[config.mk]
export PLATFORM = sky130hd
export DESIGN_NAME = wc_sequencer
export DESIGN_NICKNAME = d
export VERILOG_FILES = /design/src/rtl/wc_sequencer.sv
export SDC_FILE = /design/constraint.sdc
export NUM_CORES = 1
export LEC_CHECK = 0
export BUFFER_PORTS_ARGS = -buffer_cell sky130_fd_sc_hd__buf_2
export CAP_MARGIN = 25
export CORE_MARGIN = 5
export CORE_UTILIZATION = 45
export DETAILED_ROUTE_END_ITERATION = 8
export PLACE_DENSITY_LB_ADDON = 0.08
export SLEW_MARGIN = 15
export SYNTH_ARGS = -nofsm -noshare
export SYNTH_HDL_FRONTEND = slang
export SYNTH_SLANG_ARGS = --single-unit
[constraint.sdc]
create_clock -name clk -period 5.03 [get_ports clk]
set_clock_uncertainty 0.1 [all_clocks]
set_input_delay 0.503 -clock clk [delete_from_list [all_inputs] [get_ports clk]]
set_output_delay 0.503 -clock clk [all_outputs]
set_load 0.01 [all_outputs]
[src/rtl/wc_sequencer.sv]
// Word-count sequencer: host-writable reload/compare/control registers and a
// step-driven count that pulses tc on each terminal event, then halts or reloads.
module wc_sequencer #(
    parameter int WIDTH = 8
) (
    input  logic             clk,
    input  logic             rst,
    input  logic             wr,
    input  logic [1:0]       addr,
    input  logic [WIDTH-1:0] din,
    input  logic             step,
    input  logic             done,
    output logic [WIDTH-1:0] dowc,
    output logic [WIDTH-1:0] dowcr,
    output logic [WIDTH-1:0] doac,
    output logic [1:0]       mode,
    output logic             wci,
    output logic             tc,
    output logic             running,
    output logic             halted
);

    typedef enum logic [1:0] {
        ST_IDLE = 2'd0,
        ST_RUN  = 2'd1,
        ST_HALT = 2'd2
    } state_e;

    localparam logic [1:0] ADDR_DOWCR = 2'd0;
    localparam logic [1:0] ADDR_DOAC  = 2'd1;
    localparam logic [1:0] ADDR_CTRL  = 2'd2;
    localparam logic [1:0] ADDR_CMD   = 2'd3;

    localparam logic [1:0] MODE_DOWN    = 2'b00;
    localparam logic [1:0] MODE_COMPARE = 2'b10;

    state_e             state_q, state_d;
    logic [WIDTH-1:0]   dowc_q, dowc_d;
    logic [WIDTH-1:0]   dowcr_q, dowcr_d;
    logic [WIDTH-1:0]   doac_q, doac_d;
    logic [1:0]         mode_q, mode_d;
    logic               wci_q, wci_d;
    logic               autoinit_q, autoinit_d;
    logic               tc_q, tc_d;

    logic               wr_dowcr;
    logic               wr_doac;
    logic               wr_ctrl;
    logic               wr_cmd;
    logic               cmd_stop;
    logic               cmd_start;
    logic               step_taken;
    logic               apply_count;
    logic [WIDTH-1:0]   start_value;
    logic [WIDTH-1:0]   count_next;

    assign wr_dowcr  = wr && (addr == ADDR_DOWCR);
    assign wr_doac   = wr && (addr == ADDR_DOAC);
    assign wr_ctrl   = wr && (addr == ADDR_CTRL);
    assign wr_cmd    = wr && (addr == ADDR_CMD);
    assign cmd_stop  = wr_cmd && din[1];
    assign cmd_start = wr_cmd && din[0];

    // Any command write owns the cycle, so a coincident step is dropped.
    assign step_taken = step && (state_q == ST_RUN) && !wr_cmd;

    assign start_value = (mode_q == MODE_DOWN) ? dowcr_q : '0;
    assign count_next  = (mode_q == MODE_DOWN) ? dowc_q - 1'b1 : dowc_q + 1'b1;

    // Modes 00/01 with wci = 0 reach the target on this step; otherwise the
    // terminal step is one past the target and the count holds.
    assign apply_count = (mode_q != MODE_COMPARE) && !wci_q;

    // NOTE: every _d gets its hold value first so this block can never infer a latch.
    always_comb begin
        state_d    = state_q;
        dowc_d     = dowc_q;
        dowcr_d    = dowcr_q;
        doac_d     = doac_q;
        mode_d     = mode_q;
        wci_d      = wci_q;
        autoinit_d = autoinit_q;
        tc_d       = 1'b0;

        if (wr_dowcr) begin
            dowcr_d = din;
        end
        if (wr_doac) begin
            doac_d = din;
        end
        if (wr_ctrl && (state_q != ST_RUN)) begin
            mode_d     = din[1:0];
            wci_d      = din[2];
            autoinit_d = din[3];
        end

        if (cmd_stop) begin
            state_d = ST_IDLE;
        end else if (cmd_start) begin
            state_d = ST_RUN;
            dowc_d  = start_value;
        end else if (step_taken) begin
            if (!done) begin
                dowc_d = count_next;
            end else begin
                tc_d = 1'b1;
                if (autoinit_q) begin
                    dowc_d = start_value;
                end else begin
                    state_d = ST_HALT;
                    if (apply_count) begin
                        dowc_d = count_next;
                    end
                end
            end
        end
    end

    // NOTE: non-blocking assignments only here, so every flop samples pre-edge values.
    always_ff @(posedge clk or posedge rst) begin
        if (rst) begin
            state_q    <= ST_IDLE;
            dowc_q     <= '0;
            dowcr_q    <= '0;
            doac_q     <= '0;
            mode_q     <= 2'b00;
            wci_q      <= 1'b0;
            autoinit_q <= 1'b0;
            tc_q       <= 1'b0;
        end else begin
            state_q    <= state_d;
            dowc_q     <= dowc_d;
            dowcr_q    <= dowcr_d;
            doac_q     <= doac_d;
            mode_q     <= mode_d;
            wci_q      <= wci_d;
            autoinit_q <= autoinit_d;
            tc_q       <= tc_d;
        end
    end

    assign dowc    = dowc_q;
    assign dowcr   = dowcr_q;
    assign doac    = doac_q;
    assign mode    = mode_q;
    assign wci     = wci_q;
    assign tc      = tc_q;
    assign running = (state_q == ST_RUN);
    assign halted  = (state_q == ST_HALT);

endmodule

* Yosys cells after proc, flatten, opt, wreduce, memory -nomap -nowiden *
Cells that the tools add are included.

cells by class
  add/sub/neg operators = 2
  eq/ne operators = 9
  muxes and demuxes = 16
  bitwise logic cells = 1
  reduce and logical (&&, ||, !) cells = 19

operator list
  cell                                                   number
  2-to-1 mux 8 bit                                       7
  logical AND 1 bit                                      10
  2-to-1 mux 2 bit                                       5
  adder 8 x 1 -> 8 bit, second input constant            1
  subtractor 8 x 1 -> 8 bit, second input constant       1
  equality test 2 bit, second input constant             3
  AND reduction 3 bit                                    2
  nonzero test 3 bit                                     2
  equality test 2 x 1 -> 1 bit, second input constant    2
  zero test 2 bit                                        2
  2-to-1 mux 1 bit                                       4
  inequality test 4 x 1 -> 1 bit, second input constant  1
  inequality test 3 x 1 -> 1 bit, second input constant  1
  zero test 1 bit                                        2
  inequality test 2 x 1 -> 1 bit, second input constant  1
  inequality test 2 bit, second input constant           1
  nonzero test 2 bit                                     1
  NOT 1 bit                                              1

word-level totals
  register bits = 31
  input port bits = 15
  output and inout port bits = 30
  word-level logic and storage cells = 55

* Depth between registers and ports, before layout *
Gate-level depths: netlist of the first run.

  word-level depth = 7
  gate-level depth with buffers = 9
  gate-level depth less buffers = 8

* Worst setup path after synthesis of the first run *
OpenSTA, ideal clock, no wires.

  path type = register to register
  from = reg mode_q[1] (netlist: mode[1])
  to = reg dowc_q[4] (netlist: dowc[4])
  library setup time = 0.124 ns
  data arrival time = 1.936 ns
  data required time = 4.806 ns
  path slack = 2.871 ns
  stages on the path, launching flop included = 9
  path buffers = 1
  clock period less this slack = 2.159 ns
  path through = dfrtp_1 nor2_1 buf_4 xnor2_1 ha_1 or4_4 o22ai_2 o21bai_1 o2bb2ai_1

on the way
  longest elaborated chain between the ends = 7
  elaborated cells on any way between the ends = 12
  those cells by class = 2 x eq/ne; 7 x mux; 3 x reduce/logical

RTL lines
  item                    RTL line  source
  start, declared         41        logic [1:0] mode_q, mode_d;
  start signal, assigned  135       mode_q <= mode_d;
  zero test 2 bit         67, 68
  2-to-1 mux 8 bit        68        assign count_next = (mode_q == MODE_DOWN) ? dowc_q - 1'b1 : dowc_q + 1'b1;
  2-to-1 mux 8 bit        111       if (apply_count) begin
  2-to-1 mux 8 bit        107       if (autoinit_q) begin
  2-to-1 mux 8 bit        103       if (!done) begin
  2-to-1 mux 8 bit        102       end else if (step_taken) begin
  2-to-1 mux 8 bit        99        end else if (cmd_start) begin
  end signal, assigned    132       dowc_q <= dowc_d;
  end, declared           38        logic [WIDTH-1:0] dowc_q, dowc_d;

Several ways; a longest one is shown, not always the timed one. The select of a mux whose other input is x is not followed.
A chain may end at the register's enable or synchronous reset.

* Final worst setup path of the first run *
  from = reg mode_q[1] (netlist: mode[1])
  to = reg dowc_q[6] (netlist: dowc[6])

Same word-level chain as after synthesis.

==> run summary, run 1 <==
Cells fill between 50 and 60% of the core in the end. The final count of hold timing violations is 0. The maximum fanout count along the critical path came out at 14. Summing the sequential cell areas from Yosys gives between 40% and 50% of the chip area. met2 is the most crowded layer.

The achievable clock frequency came out at ~370 MHz. The number of buffers inserted during clock tree synthesis came out at 5. Before CTS, the worst setup slack after placement is 2360 ps. The slowest stage of the critical path belongs to the cell sky130_fd_sc_hd__nor2_1. The combined area of all synthesized cells is ~1600 um2. The latest clock arrival within the worst-skew pair is 330 ps.

The run finished with clean final reports. TritonCTS built the clock tree. Of the post-synthesis cell area, the dominant cell type holds 48.0%.

For this design the top-level I/O count stands at 45. The synthesized design contains 31 register bits. The number of search-and-repair iterations in the first detailed-routing pass is 4.

The cell type contributing the most total cell area after synthesis is sky130_fd_sc_hd__dfrtp_1. The kind of launch point of the worst setup path is a flip-flop. The final critical path takes up between 50% and 60% of the cycle. The number of design-rule violations left by the first detailed-router iteration is roughly 80. By count the netlist is led by sky130_fd_sc_hd__dfrtp_1 (31), sky130_fd_sc_hd__mux2_2 (20), sky130_fd_sc_hd__nand2_1 (13).

The tree built by TritonCTS fans out to 31 sinks. The overall routing resource usage is 17.5%. The number of distinct library cells after synthesis is 45.

The final count of negative-setup-slack endpoints is 0. Dividing total power by cell area gives a power density of ~530 nW/um2. The via count of the routed design is between 1,000 and 1,500. The data required time of the worst path came out at about 5000 ps.

Using the TritonRoute via totals, the vias-per-cell ratio works out to 5.59. The final standard cell area without fillers is slightly below 2000 um2. The post-DP HPWL came out at around 2800 um.

During synthesis, Yosys emitted a total of 0 warnings. The total die area is 4890 um2. The setup path with the least slack is of type flip-flop to flip-flop. After detailed placement, the total cell area comes to between 1500 and 2000 um2. The average cell area after synthesis came out at 10.7 um2. Setup total negative slack on the finished layout was measured at 0 ps.

The area of all sequential standard cells came out at 776 um2. The nature of the critical path endpoint is a flip-flop. Across all register-to-register paths, the minimum setup slack is between 2000 and 2500 ps. The number of flops mapped to enable cells by yosys is 0.

The final antenna-violating net count came out at 0. The arrival time at the worst endpoint came out at roughly 2800 ps. Across all setup checks in the final design, the least slack found is approximately 2300 ps.

The peak per-stage delay on the critical path came out at between 700 and 800 ps. The number of antenna cells inserted came out at 0. The maximum level of the CTS H-tree came out at 2. Across the run, the number of max-cap violations was 0. The effective utilization at floorplan came out at a little under half. The minimum clock period after layout is 2720 ps.

Once the clock tree was built, the resizer swapped 0 gates to a different size. Hold repair after CTS inserted 0 buffers. The min-delay analysis places its worst path in the category primary input to asynchronous set/reset pin. In the global route stage, met1 resource usage came out at between 20% and 30%.

The placeable core region came out at between 3000 and 4000 um2. The synthesized netlist net count is 167. The multi-input logic area is around 800 um2. The number of port buffers is 44. The reported leakage power is 0.900 nW.

The endpoint identified for the worst register-to-register timing path is dowc[6]. The detailed-route wire length per cell is ~16 um. The initialized floorplan defines 21 standard-cell rows. The congestion estimate from routability-driven global placement came to ~0.85.

The proportion of layout cells with a drive suffix above 1 is ~39%. The max-slew violation count came out at 0. The cell count after synthesis is roughly 150. The global routing met3 resource utilization came out at about 6%. The worst slew margin relative to its limit came out at approximately 40%. The instance count after placement with tap cells included came out at 236. The maximum clock path buffer count came out at 2. At the pin with the least slew margin, the transition time is ~900 ps. The overall die height is 69.9 um. The global routing usage on met2 came out at approximately a quarter. On the final layout, the worst hold slack is approximately 140 ps. Of all flip-flops after synthesis, the portion carrying an async set or reset was 100%. The initial antenna violation count came out at 0.

The worst register-to-register path begins at mode[1]. The first global-routing pass estimated 6820 um of wire. The maximum vdd drop is between 0.2 and 0.25 mV. The number of cells in the finished layout apart from fillers is around 240. Ranked by total cell area, the synthesized netlist is headed by sky130_fd_sc_hd__dfrtp_1 (48%), sky130_fd_sc_hd__mux2_2 (14%), sky130_fd_sc_hd__nand2_1 (3.0%).

The final net count is 213. The count of cells along the worst register-to-register path came out at 7. The signal on the critical path passes through nor2_1 -> xnor2_1 -> ha_1 -> or4_4 -> o22ai_1 -> o21bai_1 -> o2bb2ai_1. The tree is rooted in a sky130_fd_sc_hd__clkbuf_4. The buffer count from post-CTS setup fixing is 0. Entering global routing, the biggest net connects 32 pins. The clock input transition at the sequential cells of the worst setup and hold paths is approximately 100 ps. Among all cell types in the netlist, the one instantiated most often is sky130_fd_sc_hd__dfrtp_1. Fill cells in the final layout number 308. The number of global-route vias before repair came out at 1,337.

The overall power consumption came out at 1.02 mW. After global routing the overflow that remains totals 0. The synthesis-to-layout area growth is 20.4%. The total routed wirelength is 3880 um. Setup repair after global routing left no endpoint under its margin.

The overall die width came out at 69.9 um. The DRC violation count after routing is 0. The primary flip-flop cell chosen by synthesis mapping is sky130_fd_sc_hd__dfrtp_1.
per-layer routing:
metal,wire [um],vias up
li1,-,658
met1,1680,645
met2,1890,55
met3,269,5
met4,38,0
met5,0,-
power by group:
group          switching (mW)  total (mW)  internal [mW]
Sequential             0.0995       0.422          0.323
Clock                  0.0871       0.205          0.117
Combinational           0.215       0.396          0.181
Total                   0.401        1.02          0.621
registers in the layout, summed over array words and instances, names as in the netlist:
name,count
mode,2
tc,1
dowcr,8
dowc,8
doac,8
state_q,2
autoinit_q,1
wci,1
final cells by class:
type | instances | share of cell area, %
sequential | 31 | 39.9
multi-input combinational | 109 | 40.1
inverter | 5 | 0.965
tap | 46 | 2.96
clock inverter | 2 | 1.80
clock buffer | 6 | 2.64
timing repair buffer | 45 | 11.7
critical path, delay by kind of cell, from the launching register on:
kind,cells,cell delay [ps]
AND/OR/NAND/NOR,2,1210
AO/OA/AOI/OAI,3,390
XOR/XNOR,1,180
adder cells (fa/ha/maj),1,280
flip-flops,1,430
logic make-up after synthesis:
logic type | synth area share [%]
AOI/OAI and AO/OA | 16.3
xor gates and xnor gates | 1.08
adders and majority gates | 0.774
buffers and inverters | 3.79
DFF | 48.0
muxes | 13.9
and+or+nand+nor | 16.1
cells in the final DEF, fill, tap and decap left out, drive strengths merged, types with 2 or more instances in the layout:
cell type / instances
o2bb2ai: 2
o21ai: 8
clkbuf: 6
o22ai: 2
nor2b: 4
nor4: 2
and3: 3
nand3: 3
inv: 5
buf: 45
or3: 2
nand4: 4
nor3: 3
a21oi: 7
o21bai: 2
and2: 2
nand2: 13
mux2: 20
dfrtp: 31
a32oi: 4
nor2: 10
worst max-delay path by stage:
| stage | to | startpoint | slack [ps] | cells past startpoint |
|---|---|---|---|---|
| 6_report | dowc[6] | mode[1] | 2310 | 7 |
| 5_1_grt | dowc[4] | mode[1] | 2120 | 7 |
| 4_1_cts | dowc[4] | mode[1] | 2320 | 7 |
| 3_5_place_dp | dowc[6] | mode[1] | 2360 | 7 |
| 3_3_place_gp | dowc[4] | mode[1] | 2450 | 7 |
| 2_1_floorplan | dowc[4] | mode[1] | 2870 | 8 |
Power figures use the tool's default switching activity.
==> run 2: changes to the inputs <==
==> constraint.sdc (replaced) <==
create_clock -name clk -period 2.4 [get_ports clk]
set_clock_uncertainty 0.1 [all_clocks]
set_input_delay 0.24 -clock clk [delete_from_list [all_inputs] [get_ports clk]]
set_output_delay 0.24 -clock clk [all_outputs]
set_load 0.01 [all_outputs]
==> run 2 against run 1 <==
Compared with the run above: fmax is 29% higher; via count is 1.7% higher; die area stayed put; core utilization is 0.73 points higher; combinational power is 110% higher; sequential share of layout area is 0.51 points lower; final area is 1.3% higher; critical path depth stayed put; sequential power is 110% higher; global-route usage is 0.17 points lower; critical endpoint unchanged.
==> run summary, run 2 (synthesized netlist as in run 1, its figures left out) <==
Across every metal layer, demand over resource in global routing totals between 15 and 20%. In this run the tool buffered the top-level ports with between 40 and 50 buffer cells. Routability-driven placement finished with a final weighted congestion of a little under 0.9. The internal portion of the total power is about 1.3 mW. The clock tree from TritonCTS is done.

The library cell contributing the largest single delay on the critical path is sky130_fd_sc_hd__or4_4. For the worst setup path, the data required time is between 2000 and 3000 ps. The arrival time at the worst endpoint is roughly 2200 ps. The total routed wirelength came out at just under 4000 um. The via density per instance came out at 5.61. The via count of the routed design is between 1,000 and 1,500. Counting every sink on the clock net gives 31. The total die area is 4890 um2. The class of the tightest hold or removal check is primary input to flip-flop.

The DRC violation count after routing is 0. The clock power share is 19.8%. 45 I/O pins were placed.

The number of buffers inserted during clock tree synthesis came out at 5. The net switching fraction of the power is 39.2%. Setup repair after global routing left no endpoint under its margin. The worst setup path is captured at a flip-flop. The number of global-route vias before repair is between 1,000 and 1,500. The filler cells instantiated in the layout total approximately 330. The maximum vdd drop is ~0.5 mV. The reported leakage power came out at between 0.9 and 1 nW.

For this block, the initial DRC count from the detailed router was 122. The worst slew margin relative to its limit came out at about half. The floorplan has 21 rows.

The maximum level of the CTS H-tree came out at 2. The overall die height is 69.9 um. The first-pass GRT wire length is 6860 um. The HPWL after detailed placement is between 2000 and 3000 um. Summing all multi-input logic gate instances after layout gives about 780 um2. The number of buffers and inverters on the critical path is 1. Setup violations remaining at the end of the flow were counted as 0. The maximum clock path buffer count is 2. The achievable clock frequency came out at 473 MHz.

The critical path goes through inv_1 -> xnor2_1 -> ha_1 -> or4_4 -> o22ai_1 -> o21bai_1 -> o2bb2ai_1. The final net count came out at 216. The completed layout was analyzed and its total power is around 2.2 mW. The remaining global-route overflow is 0. In the final layout, the share of cells above drive strength 1 is ~40%.

Grouping stages by cell kind, the critical path spends the most delay in simple AND/OR/NAND/NOR gates. After detailed placement, the total cell area comes to 1870 um2. In the layout the commonest cells are sky130_fd_sc_hd__buf_2 (44), sky130_fd_sc_hd__dfrtp_1 (31), sky130_fd_sc_hd__mux2_2 (20). Leaving out fill and tap cells, the most frequent cell in the layout is sky130_fd_sc_hd__buf_2.

In the final timing run, aggregate negative setup slack is 0 ps. The combinational group share of total power is between 30% and 40%. The run finished with clean final reports. At the end of the flow the core is filled with cells to between 50% and 60%.

The slew at the pin with the worst max-slew slack came out at between 700 and 800 ps. The area of all sequential standard cells came out at ~780 um2. The overall die width came out at ~70 um. The part of the total power dissipated in sequential elements came out at 41.0%. Clock-pin slew was measured on the worst setup and hold paths at around 100 ps. Power spread over the standard cell area amounts to about 1100 nW/um2. The root buffer cell chosen for the clock tree is sky130_fd_sc_hd__clkbuf_4. STA classifies the critical path startpoint as a flip-flop. The max-slew violation count was 0. The placeable core region came out at around 3400 um2. The portion of the clock cycle consumed by the worst path in the final layout came out at between 80% and 90%. The final standard cell area without fillers is 1970 um2.

The net switching power of the design is approximately 850 uW. The peak per-stage delay on the critical path came out at about 500 ps. The initial antenna violation count came out at 0. The effective utilization at floorplan came out at 47.3%. The final antenna-violating net count came out at 0.

0 antenna diodes ended up in the layout. The latest clock arrival within the worst-skew pair is approximately 330 ps. Once the clock tree was built, the setup fixing pass inserted 0 buffers. The final count of hold timing violations is 0. The maximum fanout count along the critical path is 8. The number of max-capacitance violations reported came out at 0. The minimum clock period after layout is between 2000 and 2500 ps.

In the final routed layout, each cell accounts on average for about 16 um. Before antenna repair, the detailed router went through 4 iterations. The synthesis-to-layout area growth came out at 21.9%. The largest net degree at the start of global routing is 32. The start-to-end type of the worst setup path is flip-flop to flip-flop.
-- run 2: power groups by stage --
stage	Clock [mW]	Sequential, mW	Combinational, mW
after global routing	0.462	0.923	0.940
final	0.429	0.889	0.849
after CTS	0.439	0.889	0.853
after global placement	0	0.882	0.836
after detailed placement	0	0.900	0.847
after floorplan	0	0.885	0.567
-- run 2: path summary, 6_finish.rpt --
check	start	depth (start not counted)	slack (ps)	end
max in group asynchronous	rst	4	1500	tc
min reg2reg	doac[2]	1	410	doac[2]
max	dowc[1]	7	290	dowc[6]
min	din[7]	3	40	dowcr[7]
max reg2reg	dowc[1]	7	290	dowc[6]
min in group asynchronous	rst	4	420	doac[4]
-- run 2: through the flow --
| stage | setup slack (ps) | instances | hold slack (ps) |
|---|---|---|---|
| after floorplan | 241 | 151 | 244 |
| after global placement | 398 | 238 | 234 |
| after detailed placement | 317 | 238 | 240 |
| after CTS | 299 | 247 | 16.5 |
| after global routing | 212 | 247 | 41.3 |
| final | 288 | 247 | 40.5 |
-- run 2: timing repair --
item | in CTS | in global routing
gates resized for setup | 0 | 0
hold buffers | 1 | 0
hold endpoints to repair | 31 | 0
-- run 2: area by class of cell --
| type | count | share of cell area (%) |
|---|---|---|
| Multi-Input combinational cell | 109 | 39.6 |
| Sequential cell | 31 | 39.4 |
| Timing Repair Buffer | 48 | 12.8 |
| Tap cell | 46 | 2.92 |
| Clock buffer | 6 | 2.60 |
| Clock inverter | 2 | 1.78 |
| Inverter | 5 | 0.952 |
-- run 2: routing by layer --
| layer | up-vias | track usage [%] | share of wire, % | wire, um |
|---|---|---|---|---|
| met5 | - | 0 | 0 | 0 |
| met4 | 0 | 5.53 | 1.3 | 53 |
| met3 | 6 | 5.02 | 5.5 | 216 |
| met2 | 49 | 26.7 | 49 | 1910 |
| met1 | 672 | 23.4 | 45 | 1760 |
| li1 | 659 | - | - | - |
-- run 2: tightest hold or removal path, delay by kind of cell --
family / cells / cell delay, ps
buf+inv: 1 / 90
compound gates: 1 / 60
simple gates: 1 / 40
